File: src/rtl/mc_cu_pkg.sv
// Shared definitions for the multi-cycle MIPS control unit: opcodes,
// FSM state encoding, ALU operation codes and datapath mux encodings.
package mc_cu_pkg;

  localparam logic [5:0] OP_R     = 6'b000000;
  localparam logic [5:0] OP_LW    = 6'b100011;
  localparam logic [5:0] OP_SW    = 6'b101011;
  localparam logic [5:0] OP_BEQ   = 6'b000100;
  localparam logic [5:0] OP_BNE   = 6'b000101;
  localparam logic [5:0] OP_J     = 6'b000010;
  localparam logic [5:0] OP_JAL   = 6'b000011;
  localparam logic [5:0] OP_ADDIU = 6'b001001;
  localparam logic [5:0] OP_SLTI  = 6'b001010;
  localparam logic [5:0] OP_ANDI  = 6'b001100;
  localparam logic [5:0] OP_ORI   = 6'b001101;
  localparam logic [5:0] OP_LUI   = 6'b001111;

  // Encodings 14 and 15 are unused and recover to S_FETCH.
  typedef enum logic [3:0] {
    S_FETCH   = 4'd0,
    S_DECODE  = 4'd1,
    S_MEM_ADR = 4'd2,
    S_MEM_RD  = 4'd3,
    S_MEM_WB  = 4'd4,
    S_MEM_WR  = 4'd5,
    S_EXEC    = 4'd6,
    S_R_WB    = 4'd7,
    S_BRANCH  = 4'd8,
    S_JUMP    = 4'd9,
    S_I_EXEC  = 4'd10,
    S_I_WB    = 4'd11,
    S_JAL     = 4'd12,
    S_TRAP    = 4'd13
  } state_e;

  typedef enum logic [2:0] {
    CL_MEM, CL_R, CL_BR, CL_J, CL_JAL, CL_I, CL_ILL
  } op_class_e;

  localparam logic [2:0] ALU_ADD   = 3'b000;
  localparam logic [2:0] ALU_SUB   = 3'b001;
  localparam logic [2:0] ALU_FUNCT = 3'b010;
  localparam logic [2:0] ALU_AND   = 3'b011;
  localparam logic [2:0] ALU_OR    = 3'b100;
  localparam logic [2:0] ALU_SLT   = 3'b101;
  localparam logic [2:0] ALU_LUI   = 3'b110;

  localparam logic [1:0] RD_RT = 2'b00;
  localparam logic [1:0] RD_RD = 2'b01;
  localparam logic [1:0] RD_RA = 2'b10;

  localparam logic [1:0] M2R_ALU = 2'b00;
  localparam logic [1:0] M2R_MDR = 2'b01;
  localparam logic [1:0] M2R_PC  = 2'b10;

  localparam logic [1:0] SRCB_B   = 2'b00;
  localparam logic [1:0] SRCB_4   = 2'b01;
  localparam logic [1:0] SRCB_IMM = 2'b10;
  localparam logic [1:0] SRCB_BR  = 2'b11;

  localparam logic [1:0] PCS_ALU    = 2'b00;
  localparam logic [1:0] PCS_ALUOUT = 2'b01;
  localparam logic [1:0] PCS_JUMP   = 2'b10;

endpackage

File: src/rtl/mc_cu_if.sv
// Control unit <-> datapath bundle. The control unit is the master: it
// consumes the IR op field and memory ready, and drives all mux selects
// and write strobes.
interface mc_cu_if;
  logic [5:0] op;
  logic       mem_ready;
  logic       pc_wr;
  logic       pc_wr_cond;
  logic       br_ne;
  logic       iord;
  logic       mem_rd;
  logic       mem_wr;
  logic       ir_wr;
  logic       reg_wr;
  logic [1:0] reg_dst;
  logic [1:0] mem_to_reg;
  logic       alu_src_a;
  logic [1:0] alu_src_b;
  logic       ext_zero;
  logic [2:0] alu_op;
  logic [1:0] pc_src;
  logic       illegal;
  logic [3:0] state;

  modport master (
    input  op, mem_ready,
    output pc_wr, pc_wr_cond, br_ne, iord, mem_rd, mem_wr, ir_wr, reg_wr,
           reg_dst, mem_to_reg, alu_src_a, alu_src_b, ext_zero, alu_op,
           pc_src, illegal, state
  );

  modport slave (
    output op, mem_ready,
    input  pc_wr, pc_wr_cond, br_ne, iord, mem_rd, mem_wr, ir_wr, reg_wr,
           reg_dst, mem_to_reg, alu_src_a, alu_src_b, ext_zero, alu_op,
           pc_src, illegal, state
  );
endinterface

File: src/rtl/mc_cu_opdec.sv
// Opcode classifier: maps the IR op field to an instruction class plus the
// ALU op and immediate extension used by I-type execute. Extended opcodes
// (bne/jal/andi/ori/slti/lui) are only legal when EXT_EN is set.
module mc_cu_opdec
  import mc_cu_pkg::*;
#(
  parameter bit EXT_EN = 1'b1
) (
  input  logic [5:0] i_op,
  output logic       o_legal,
  output op_class_e  o_cls,
  output logic [2:0] o_i_alu_op,
  output logic       o_ext_zero
);

  // Classify the opcode; anything unmatched stays CL_ILL.
  always_comb begin
    o_cls      = CL_ILL;
    o_i_alu_op = ALU_ADD;
    o_ext_zero = 1'b0;
    case (i_op)
      OP_R:         o_cls = CL_R;
      OP_LW, OP_SW: o_cls = CL_MEM;
      OP_BEQ:       o_cls = CL_BR;
      OP_J:         o_cls = CL_J;
      OP_ADDIU:     o_cls = CL_I;
      OP_BNE:       if (EXT_EN) o_cls = CL_BR;
      OP_JAL:       if (EXT_EN) o_cls = CL_JAL;
      OP_SLTI: if (EXT_EN) begin
        o_cls      = CL_I;
        o_i_alu_op = ALU_SLT;
      end
      OP_ANDI: if (EXT_EN) begin
        o_cls      = CL_I;
        o_i_alu_op = ALU_AND;
        o_ext_zero = 1'b1;
      end
      OP_ORI: if (EXT_EN) begin
        o_cls      = CL_I;
        o_i_alu_op = ALU_OR;
        o_ext_zero = 1'b1;
      end
      OP_LUI: if (EXT_EN) begin
        o_cls      = CL_I;
        o_i_alu_op = ALU_LUI;
      end
      default: ;
    endcase
    o_legal = (o_cls != CL_ILL);
  end

endmodule

File: src/rtl/mc_cu.sv
// Multi-cycle MIPS control unit. Moore FSM: every output is decoded from
// the state register, except ir_wr/pc_wr in FETCH which follow mem_ready.
// While rst_n is low the write/memory strobes and illegal are forced off.
module mc_cu
  import mc_cu_pkg::*;
#(
  parameter bit EXT_EN   = 1'b1,
  parameter bit ILL_TRAP = 1'b1
) (
  input  logic   clk,
  input  logic   rst_n,
  mc_cu_if.master bus
);

  state_e     r_state;
  logic       w_legal;
  op_class_e  w_cls;
  logic [2:0] w_i_alu_op;
  logic       w_ext_zero_i;

  logic       w_pc_wr, w_pc_wr_cond, w_br_ne, w_iord;
  logic       w_mem_rd, w_mem_wr, w_ir_wr, w_reg_wr;
  logic [1:0] w_reg_dst, w_mem_to_reg, w_alu_src_b, w_pc_src;
  logic       w_alu_src_a, w_ext_zero, w_illegal;
  logic [2:0] w_alu_op;

  mc_cu_opdec #(.EXT_EN(EXT_EN)) u_opdec (
    .i_op       (bus.op),
    .o_legal    (w_legal),
    .o_cls      (w_cls),
    .o_i_alu_op (w_i_alu_op),
    .o_ext_zero (w_ext_zero_i)
  );

  // State register and next-state selection.
  always_ff @(posedge clk or negedge rst_n) begin
    if (!rst_n) begin
      r_state <= S_FETCH;
    end else begin
      case (r_state)
        S_FETCH:   if (bus.mem_ready) r_state <= S_DECODE;
        S_DECODE: begin
          case (w_cls)
            CL_MEM:  r_state <= S_MEM_ADR;
            CL_R:    r_state <= S_EXEC;
            CL_BR:   r_state <= S_BRANCH;
            CL_J:    r_state <= S_JUMP;
            CL_JAL:  r_state <= S_JAL;
            CL_I:    r_state <= S_I_EXEC;
            default: r_state <= ILL_TRAP ? S_TRAP : S_FETCH;
          endcase
        end
        S_MEM_ADR: r_state <= (bus.op == OP_LW) ? S_MEM_RD : S_MEM_WR;
        S_MEM_RD:  if (bus.mem_ready) r_state <= S_MEM_WB;
        S_MEM_WR:  if (bus.mem_ready) r_state <= S_FETCH;
        S_EXEC:    r_state <= S_R_WB;
        S_I_EXEC:  r_state <= S_I_WB;
        S_TRAP:    r_state <= S_TRAP;
        default:   r_state <= S_FETCH;
      endcase
    end
  end

  // Per-state output decode.
  always_comb begin
    w_pc_wr      = 1'b0;
    w_pc_wr_cond = 1'b0;
    w_br_ne      = 1'b0;
    w_iord       = 1'b0;
    w_mem_rd     = 1'b0;
    w_mem_wr     = 1'b0;
    w_ir_wr      = 1'b0;
    w_reg_wr     = 1'b0;
    w_reg_dst    = RD_RT;
    w_mem_to_reg = M2R_ALU;
    w_alu_src_a  = 1'b0;
    w_alu_src_b  = SRCB_B;
    w_ext_zero   = 1'b0;
    w_alu_op     = ALU_ADD;
    w_pc_src     = PCS_ALU;
    w_illegal    = 1'b0;
    case (r_state)
      S_FETCH: begin
        w_mem_rd    = 1'b1;
        w_alu_src_b = SRCB_4;
        w_ir_wr     = bus.mem_ready;
        w_pc_wr     = bus.mem_ready;
      end
      S_DECODE: begin
        w_alu_src_b = SRCB_BR;
        w_illegal   = ~w_legal;
      end
      S_MEM_ADR: begin
        w_alu_src_a = 1'b1;
        w_alu_src_b = SRCB_IMM;
      end
      S_MEM_RD: begin
        w_mem_rd = 1'b1;
        w_iord   = 1'b1;
      end
      S_MEM_WB: begin
        w_reg_wr     = 1'b1;
        w_mem_to_reg = M2R_MDR;
      end
      S_MEM_WR: begin
        w_mem_wr = 1'b1;
        w_iord   = 1'b1;
      end
      S_EXEC: begin
        w_alu_src_a = 1'b1;
        w_alu_op    = ALU_FUNCT;
      end
      S_R_WB: begin
        w_reg_wr  = 1'b1;
        w_reg_dst = RD_RD;
      end
      S_BRANCH: begin
        w_alu_src_a  = 1'b1;
        w_alu_op     = ALU_SUB;
        w_pc_wr_cond = 1'b1;
        w_pc_src     = PCS_ALUOUT;
        w_br_ne      = (bus.op == OP_BNE);
      end
      S_JUMP: begin
        w_pc_wr  = 1'b1;
        w_pc_src = PCS_JUMP;
      end
      S_JAL: begin
        w_pc_wr      = 1'b1;
        w_pc_src     = PCS_JUMP;
        w_reg_wr     = 1'b1;
        w_reg_dst    = RD_RA;
        w_mem_to_reg = M2R_PC;
      end
      S_I_EXEC: begin
        w_alu_src_a = 1'b1;
        w_alu_src_b = SRCB_IMM;
        w_alu_op    = w_i_alu_op;
        w_ext_zero  = w_ext_zero_i;
      end
      S_I_WB: begin
        w_reg_wr = 1'b1;
      end
      S_TRAP: begin
        w_illegal = 1'b1;
      end
      default: ;
    endcase
  end

  // Strobes are gated by rst_n so a mid-instruction reset stops writes at once.
  assign bus.pc_wr      = w_pc_wr & rst_n;
  assign bus.pc_wr_cond = w_pc_wr_cond & rst_n;
  assign bus.ir_wr      = w_ir_wr & rst_n;
  assign bus.reg_wr     = w_reg_wr & rst_n;
  assign bus.mem_rd     = w_mem_rd & rst_n;
  assign bus.mem_wr     = w_mem_wr & rst_n;
  assign bus.illegal    = w_illegal & rst_n;
  assign bus.br_ne      = w_br_ne;
  assign bus.iord       = w_iord;
  assign bus.reg_dst    = w_reg_dst;
  assign bus.mem_to_reg = w_mem_to_reg;
  assign bus.alu_src_a  = w_alu_src_a;
  assign bus.alu_src_b  = w_alu_src_b;
  assign bus.ext_zero   = w_ext_zero;
  assign bus.alu_op     = w_alu_op;
  assign bus.pc_src     = w_pc_src;
  assign bus.state      = r_state;

endmodule

File: src/flat_wrapper.sv
// flat-port wrapper written by rule: the top's interface ports become plain ports
module mc_cu_flat import mc_cu_pkg::*;
#(
  parameter bit EXT_EN   = 1'b1,
  parameter bit ILL_TRAP = 1'b1
)
  (clk, rst_n, bus_op, bus_mem_ready, bus_pc_wr, bus_pc_wr_cond, bus_br_ne, bus_iord, bus_mem_rd, bus_mem_wr, bus_ir_wr, bus_reg_wr, bus_reg_dst, bus_mem_to_reg, bus_alu_src_a, bus_alu_src_b, bus_ext_zero, bus_alu_op, bus_pc_src, bus_illegal, bus_state);
  mc_cu_if bus_i ();
  input  logic clk;
  input  logic rst_n;
  input wire logic [$bits(bus_i.op)-1:0] bus_op;
  input wire logic [$bits(bus_i.mem_ready)-1:0] bus_mem_ready;
  output wire logic [$bits(bus_i.pc_wr)-1:0] bus_pc_wr;
  output wire logic [$bits(bus_i.pc_wr_cond)-1:0] bus_pc_wr_cond;
  output wire logic [$bits(bus_i.br_ne)-1:0] bus_br_ne;
  output wire logic [$bits(bus_i.iord)-1:0] bus_iord;
  output wire logic [$bits(bus_i.mem_rd)-1:0] bus_mem_rd;
  output wire logic [$bits(bus_i.mem_wr)-1:0] bus_mem_wr;
  output wire logic [$bits(bus_i.ir_wr)-1:0] bus_ir_wr;
  output wire logic [$bits(bus_i.reg_wr)-1:0] bus_reg_wr;
  output wire logic [$bits(bus_i.reg_dst)-1:0] bus_reg_dst;
  output wire logic [$bits(bus_i.mem_to_reg)-1:0] bus_mem_to_reg;
  output wire logic [$bits(bus_i.alu_src_a)-1:0] bus_alu_src_a;
  output wire logic [$bits(bus_i.alu_src_b)-1:0] bus_alu_src_b;
  output wire logic [$bits(bus_i.ext_zero)-1:0] bus_ext_zero;
  output wire logic [$bits(bus_i.alu_op)-1:0] bus_alu_op;
  output wire logic [$bits(bus_i.pc_src)-1:0] bus_pc_src;
  output wire logic [$bits(bus_i.illegal)-1:0] bus_illegal;
  output wire logic [$bits(bus_i.state)-1:0] bus_state;
  assign bus_i.op = bus_op;
  assign bus_i.mem_ready = bus_mem_ready;
  assign bus_pc_wr = bus_i.pc_wr;
  assign bus_pc_wr_cond = bus_i.pc_wr_cond;
  assign bus_br_ne = bus_i.br_ne;
  assign bus_iord = bus_i.iord;
  assign bus_mem_rd = bus_i.mem_rd;
  assign bus_mem_wr = bus_i.mem_wr;
  assign bus_ir_wr = bus_i.ir_wr;
  assign bus_reg_wr = bus_i.reg_wr;
  assign bus_reg_dst = bus_i.reg_dst;
  assign bus_mem_to_reg = bus_i.mem_to_reg;
  assign bus_alu_src_a = bus_i.alu_src_a;
  assign bus_alu_src_b = bus_i.alu_src_b;
  assign bus_ext_zero = bus_i.ext_zero;
  assign bus_alu_op = bus_i.alu_op;
  assign bus_pc_src = bus_i.pc_src;
  assign bus_illegal = bus_i.illegal;
  assign bus_state = bus_i.state;
  mc_cu #(.EXT_EN(EXT_EN), .ILL_TRAP(ILL_TRAP)) u_core (.clk(clk), .rst_n(rst_n), .bus(bus_i));
endmodule
File: config.mk
export PLATFORM = sky130hd
export DESIGN_NAME = mc_cu_flat
export DESIGN_NICKNAME = d
export VERILOG_FILES = /design/src/rtl/mc_cu_pkg.sv /design/src/rtl/mc_cu_if.sv /design/src/rtl/mc_cu_opdec.sv /design/src/rtl/mc_cu.sv /design/src/flat_wrapper.sv
export SDC_FILE = /design/constraint.sdc
export NUM_CORES = 1
export LEC_CHECK = 0
export BUFFER_PORTS_ARGS = -buffer_cell sky130_fd_sc_hd__buf_2
export CAP_MARGIN = 20
export CORE_ASPECT_RATIO = 1.1
export CORE_MARGIN = 10
export CORE_UTILIZATION = 48
export DETAILED_ROUTE_END_ITERATION = 10
export PLACE_DENSITY = 0.8
export SYNTH_ARGS = -nofsm -noshare
export SYNTH_HDL_FRONTEND = slang
export SYNTH_SLANG_ARGS = --single-unit
File: constraint.sdc
create_clock -name clk -period 2.1 [get_ports clk]
set_clock_uncertainty 0.15 [all_clocks]
set_input_delay 0.315 -clock clk [delete_from_list [all_inputs] [get_ports clk]]
set_output_delay 0.315 -clock clk [all_outputs]
set_load 0.02 [all_outputs]
==> out/qor.txt, run 1 <==
Setup WS pre-CTS = -0.219 ns
R2R Setup Slk = 0.21 ns
FF-to-FF Start = u_core.bus.state[3]
ant diodes = 0
total CTS buffers = 3
Switch Pwr = 755 uW
DRT iter0 DRCs = 39
CP endpoint = bus_illegal
I/O Buffers = 34
multi-input logic area = 778 um^2
leak pwr = 0.687 nW
Comb power frac = 0.802
layout cells sized above 1 = 0.487
Mapped Avg Cell Area = 6.42 um^2
crit path launch type = input pin
crit path from = bus_op[3]
Final ANT Viol Nets = 0
largest area contributor in the netlist = dfrtp_1
routed len/inst = 15.5 um
crit end category = output pin
final hold vios = 0
post-layout instance area = 1360 um^2
die area = 3890 um^2
register bit total from synthesis = 4
H-tree Lvls = 1
sequential fraction of the synthesis area = 0.116
placement-stage cell area = 1250 um^2
Fmax = 0.485 GHz
CTS tree = yes
Max transition margin = 0.803
Post-synth ARST share = 1.00
GRT Residual Overflow = 0
top-area cell type share of the netlist area = 0.116
Via density = 5.77
CTS Root Cell = clkbuf_4
vias post-DR = 1182
Syn-to-layout area delta = 58.3%
# IOs = 35
yosys warns = 0
Reg2Reg Capture Point = u_core.bus.state[2]
status = completed
initial antenna violation count = 0
count of cell types in the netlist = 41
Critical Path RT = 1.63 ns
fin crit period = 2.06 ns
Synth area leaders = dfrtp_1 (12%), nor2_1 (7.8%), a21oi_1 (7.0%)
# DRC = 0
Reg clk slew, reported paths = 0.04 ns
Sw Ratio = 0.549
Slew Limit Fails = 0
top post-synthesis cells by count = nor2_1 (18), nand2_1 (16), a21oi_1 (12)
Rows = 16
critical path fanouts, max = 4
Clock Path Buffers = 2
largest net degree at the start of global routing = 15
Clk Latency, worst-skew pair = 0.24 ns
top-count cell post-synth = nor2_1
Non-Filler Instances = 205
RSZ-0062 raised after global routing = yes
final wirelength = 3.19 mm
crit share post-route = 0.982
global placement routability congestion = 0.936
GRT Util Overall = 0.154
fin worst setup slack = 0.0374 ns
Synth Flop Type = dfrtp_1
Post-Synthesis Cells = 134
worst reg2reg path depth = 5
critical path arrival = 1.60 ns
global-route wire length before repair = 5.04 mm
Num Clock Sinks = 4
Hold WC Path Type = in2async
Power Density = 1010 nW/um^2
Clock Power Share = 0.069
synthesized area = 861 um^2
worst-case vdd ir drop = 0.000512 V
kind of critical path = in2out
core box area = 1740 um^2
number of flops mapped to enable cells by yosys = 0
DR pass1 iterations = 4
final-report setup violation count = 0
Inst Count DP = 201
MaxCap Viol Count = 0
die span in x = 60.4 um
Layout fillers = 135
max reg flops = 4
fin nets = 199
vias in the first global route = 1181
setup TNS = 0 ns
HPWL after DPL = 2.49 mm
part of the power in registers = 0.129
Die Y = 64.4 um
Fin Hold WS = 0.382 ns
initial core utilization = 0.494
worst slew pin tran = 0.294 ns
FF+latch area = 104 um^2
Mapped Nets = 144
internal power = 620 uW
==> how the worst min path moves through the flow <==
stage	start	end	slack, ns	cells past startpoint
after CTS	rst_n	u_core.bus.state[1]	0.39	2
final	rst_n	u_core.bus.state[1]	0.38	2
after global placement	rst_n	u_core.bus.state[1]	0.01	1
after detailed placement	rst_n	u_core.bus.state[1]	0.01	1
after global routing	rst_n	u_core.bus.state[1]	0.40	2
after floorplan	rst_n	u_core.bus.state[0]	-0.13	0
==> cells in the final DEF (no fill, tap or decap), types with 3 or more instances in the layout <==
cell       n
nor2_2     3
a21oi_1   10
clkbuf_4   3
o21ai_0    7
nand2_1   16
nand2b_1   4
buf_4     28
or3b_1     3
inv_1      4
dfrtp_2    3
buf_2     28
nor3_1     4
a21o_1     4
nor2_1    14
buf_6      5
nand4_1    3
==> power groups by stage <==
stage               clock (mW)  sequential, mW  combinational [mW]
floorplan                    0           0.159               0.726
global placement             0           0.161                1.02
detailed placement           0           0.162                1.05
CTS                     0.0948           0.167                1.07
global route             0.102           0.186                1.19
finish                  0.0949           0.178                1.10
==> area by class of cell <==
| class | count | share of cell area |
|---|---|---|
| clock buffers | 3 | 0.0165 |
| inverters | 5 | 0.0138 |
| multi-input cells | 113 | 0.571 |
| flip-flops and latches | 4 | 0.0762 |
| well taps | 18 | 0.0165 |
| repair buffers | 62 | 0.306 |
==> metal layers <==
| metal | global-route usage | share of wire | up-vias |
|---|---|---|---|
| li1 | - | - | 587 |
| met1 | 0.171 | 0.39 | 558 |
| met2 | 0.291 | 0.54 | 34 |
| met3 | 0.0156 | 0.063 | 3 |
| met4 | 0.0449 | 0.0050 | 0 |
| met5 | 0 | 0 | - |
==> metrics by stage <==
| stage | power [mW] | util |
|---|---|---|
| 2_1_floorplan | 0.885 | - |
| 3_3_place_gp | 1.18 | 0.720 |
| 3_5_place_dp | 1.21 | 0.720 |
| 4_1_cts | 1.33 | 0.758 |
| 5_1_grt | 1.48 | 0.782 |
| 6_report | 1.37 | 0.782 |
==> worst max-delay path: stages <==
cell	delay, ns
buf_6	0.10
xor2_1	0.16
a22o_1	0.26
o21ai_4	0.17
ha_4	0.16
nand4_1	0.12
a21oi_2	0.18
buf_6	0.13
==> logic make-up (layout without fill, tap and decap cells) <==
group | after synthesis | count (layout) | synth area share
xor gates and xnor gates | 3 | 3 | 0.0305
muxes | 1 | 1 | 0.0116
buffers and inverters | 17 | 70 | 0.0843
AOI/OAI and AO/OA | 40 | 40 | 0.327
and+or+nand+nor | 68 | 68 | 0.416
DFF | 4 | 4 | 0.116
adders and majority gates | 1 | 1 | 0.0145
==> repair_timing <==
item / in CTS / in global routing
pin swaps: 4 / 9
endpoints found under the hold margin: 4 / 0
hold buffers: 1 / 0
buffers inserted: 1 / 0
setup endpoints to repair: 4 / 9
gates resized for setup: 7 / 20
(Power assumes the default switching activity.)
==> inputs of run 2 (changes only) <==
--- a/config.mk
+++ b/config.mk
@@ -11,6 +11,7 @@
 export CORE_MARGIN = 10
 export CORE_UTILIZATION = 48
 export DETAILED_ROUTE_END_ITERATION = 10
+export GPL_TIMING_DRIVEN = 0
 export PLACE_DENSITY = 0.8
 export SYNTH_ARGS = -nofsm -noshare
 export SYNTH_HDL_FRONTEND = slang
==> run 2 against run 1 <==
Against the previous run: the flow now finishes with violations (negative setup slack); maximum frequency down 4.7%; via count up 7.7%; sequential share of layout area shrank 0.054 points; combinational power increased by 11%; clock-buffer cell count is the same; critical path depth stayed put; sequential power shrank 6%; non-clock buffer count is the same; clock power grew 2.8%; critical path type is now in2reg; largest power group unchanged; highest routed layer unchanged.
==> out/qor.txt, run 2 (synthesized netlist as in run 1, its figures left out) <==
final hold vios = 0 (unchanged)
Clock Power Share = 0.066 (-0.003)
MaxCap Viol Count = 0 (unchanged)
Via density = 6.21 (+7.7%)
initial core utilization = 0.494 (unchanged)
Final ANT Viol Nets = 0 (unchanged)
final-report setup violation count = 3 (+3)
Max transition margin = 0.729 (-0.0741)
final wirelength = 3.86 mm (+21%)
worst slew pin tran = 0.405 ns (+0.111 ns)
vias post-DR = 1273 (+7.7%)
internal power = 673 uW (+8.5%)
wire length on met3 = 402 um (+99%)
global placement routability congestion = 0.897 (-4.2%)
initial antenna violation count = 0 (unchanged)
die area = 3890 um^2 (unchanged)
setup TNS = -0.126 ns (-0.126 ns)
Slew Limit Fails = 0 (unchanged)
# DRC = 0 (unchanged)
DR pass1 iterations = 6 (+2)
# IOs = 35 (unchanged)
Clock Path Buffers = 2 (unchanged)
Num Clock Sinks = 4 (unchanged)
Syn-to-layout area delta = 61.3%
Clk Latency, worst-skew pair = 0.24 ns (about the same)
GRT Util Overall = 0.181 (+0.0266)
FF-to-FF Start = u_core.bus.state[3]
slowest CP cell = or3b_4
layout cells sized above 1 = 0.481 (-0.00535)
fin worst setup slack = -0.0653 ns (-0.103 ns)
critical path fanouts, max = 5 (+1)
CTS Root Cell = clkbuf_4
status = finished with violations
worst reg2reg path depth = 5 (unchanged)
kind of critical path = in2reg
Rows = 16 (unchanged)
Die Y = 64.4 um (unchanged)
crit end category = register
ant diodes = 0 (unchanged)
critical path, cell by cell = buf_6 > buf_6 > or3b_4 > a21o_1 > ha_4 > nor2_1 > or3b_1 > o31a_1
Switch Pwr = 807 uW (+7.0%)
DRT iter0 DRCs = 77 (+97%)
Critical Path RT = 2.06 ns (+0.43 ns)
largest net degree at the start of global routing = 12 (-3)
I/O Buffers = 34 (unchanged)
leading cell type in the layout, fill and taps excluded = buf_2
met1 WL = 1.31 mm (+6.1%)
DR WL met2 = 2.01 mm (+16%)
max layer used = met4
Power Density = 1070 nW/um^2 (+5.6%)
fin nets = 199 (unchanged)
crit share post-route = 1.03 (+0.0489)
CTS tree = yes
GRT Residual Overflow = 0 (unchanged)
max reg flops = 4 (unchanged)
Hold WC Path Type = in2async
Fmax = 0.462 GHz (-4.7%)
die span in x = 60.4 um (unchanged)
leak pwr = 0.690 nW (+0.46%)
worst-case vdd ir drop = 0.000819 V (+60%)
Reg2Reg Capture Point = u_core.bus.state[2]
critical path arrival = 2.12 ns (+0.52 ns)
H-tree Lvls = 1 (unchanged)
Sw Ratio = 0.546 (-0.00350)
Largest stage delay, worst path = 0.37 ns (+0.11 ns)
HPWL after DPL = 2.31 mm (-7.4%)
part of the power in registers = 0.113 (-0.016)
vias in the first global route = 1171 (-0.85%)
RSZ-0062 raised after global routing = yes
fin crit period = 2.17 ns (+0.103 ns)
routed len/inst = 18.8 um (+21%)
most frequent CP cell = buf_6
Reg clk slew, reported paths = 0.04 ns (about the same)
failing checks = negative setup slack
most frequent cells in the layout = buf_2 (28), buf_4 (21), nand2_1 (16)
total CTS buffers = 3 (unchanged)
crit path launch type = input pin
Comb power frac = 0.821 (+0.019)
total power = 1.48 mW (+7.7%)
global-route wire length before repair = 5.73 mm (+14%)
R2R Setup Slk = 0.24 ns (+0.03 ns)
core box area = 1740 um^2 (unchanged)
[run 2: cell count changes in the layout (fill, tap and decap cells not counted), moves of 2 or more]
cell / change
nand2b_1: +2
buf_6: +4
nor2_4: +2
nor2b_2: -2
buf_4: -7
nor2_2: -3
[run 2: worst max-delay path: cells and delay by family]
family,cells,cell delay [ns]
AO/OA/AOI/OAI,2,0.50
AND/OR/NAND/NOR,3,0.79
buffers and inverters,2,0.23
adder cells (fa/ha/maj),1,0.28
[run 2: repair_timing]
item                                    4_1_cts  5_1_grt
endpoints found under the setup margin       19       10
pin swaps                                     8        8
gates resized for setup                      29       16
setup buffers                                10        7
hold endpoints to repair                      4        0
hold buffers                                  1        0
[run 2: routing by layer]
metal / GRT usage / vias to the layer above
met3: 0.0448 / 18
met4: 0.0534 / 0
met5: 0 / -
li1: - / 585
met1: 0.198 / 582
met2: 0.326 / 88
[run 2: final cells by class]
| type | count | area, um^2 |
|---|---|---|
| fill | 114 | 353 |
| timing repair buffer | 52 | 338 |
| buffer | 10 | 97.6 |
| inverter | 5 | 18.8 |
| tap | 18 | 22.5 |
| clock buffer | 3 | 22.5 |
| sequential | 4 | 105 |
| multi-input combinational | 113 | 785 |
[run 2: through the flow]
step           instances  hold WS [ns]  instance area (um^2)  utilization  setup slack (ns)
2_1_floorplan        134        -0.131                   917            -            -0.111
3_3_place_gp         186       0.00828                  1110        0.637            -0.343
3_5_place_dp         186        0.0146                  1110        0.637            -0.372
4_1_cts              198         0.386                  1290        0.742           -0.0263
5_1_grt              205         0.400                  1390        0.797           -0.0956
6_report             205         0.391                  1390        0.797           -0.0653
[run 2: worst max path at each step]
stage | cells after the start | end | slack [ns] | start
after detailed placement | 10 | u_core.bus.state[2] | -0.37 | bus_op[3]
after CTS | 9 | bus_illegal | -0.03 | bus_op[3]
after floorplan | 7 | u_core.bus.state[2] | -0.11 | bus_op[2]
after global routing | 9 | bus_illegal | -0.1 | bus_op[3]
after global placement | 10 | u_core.bus.state[2] | -0.34 | bus_op[3]
final | 8 | u_core.bus.state[2] | -0.07 | bus_op[2]
[run 2: power groups by stage]
stage	registers (mW)	logic, mW	clock network (mW)
final	0.167	1.22	0.0976
after global routing	0.173	1.30	0.106
after CTS	0.162	1.07	0.0962
after detailed placement	0.126	1.04	0
after global placement	0.122	1.02	0
after floorplan	0.159	0.726	0
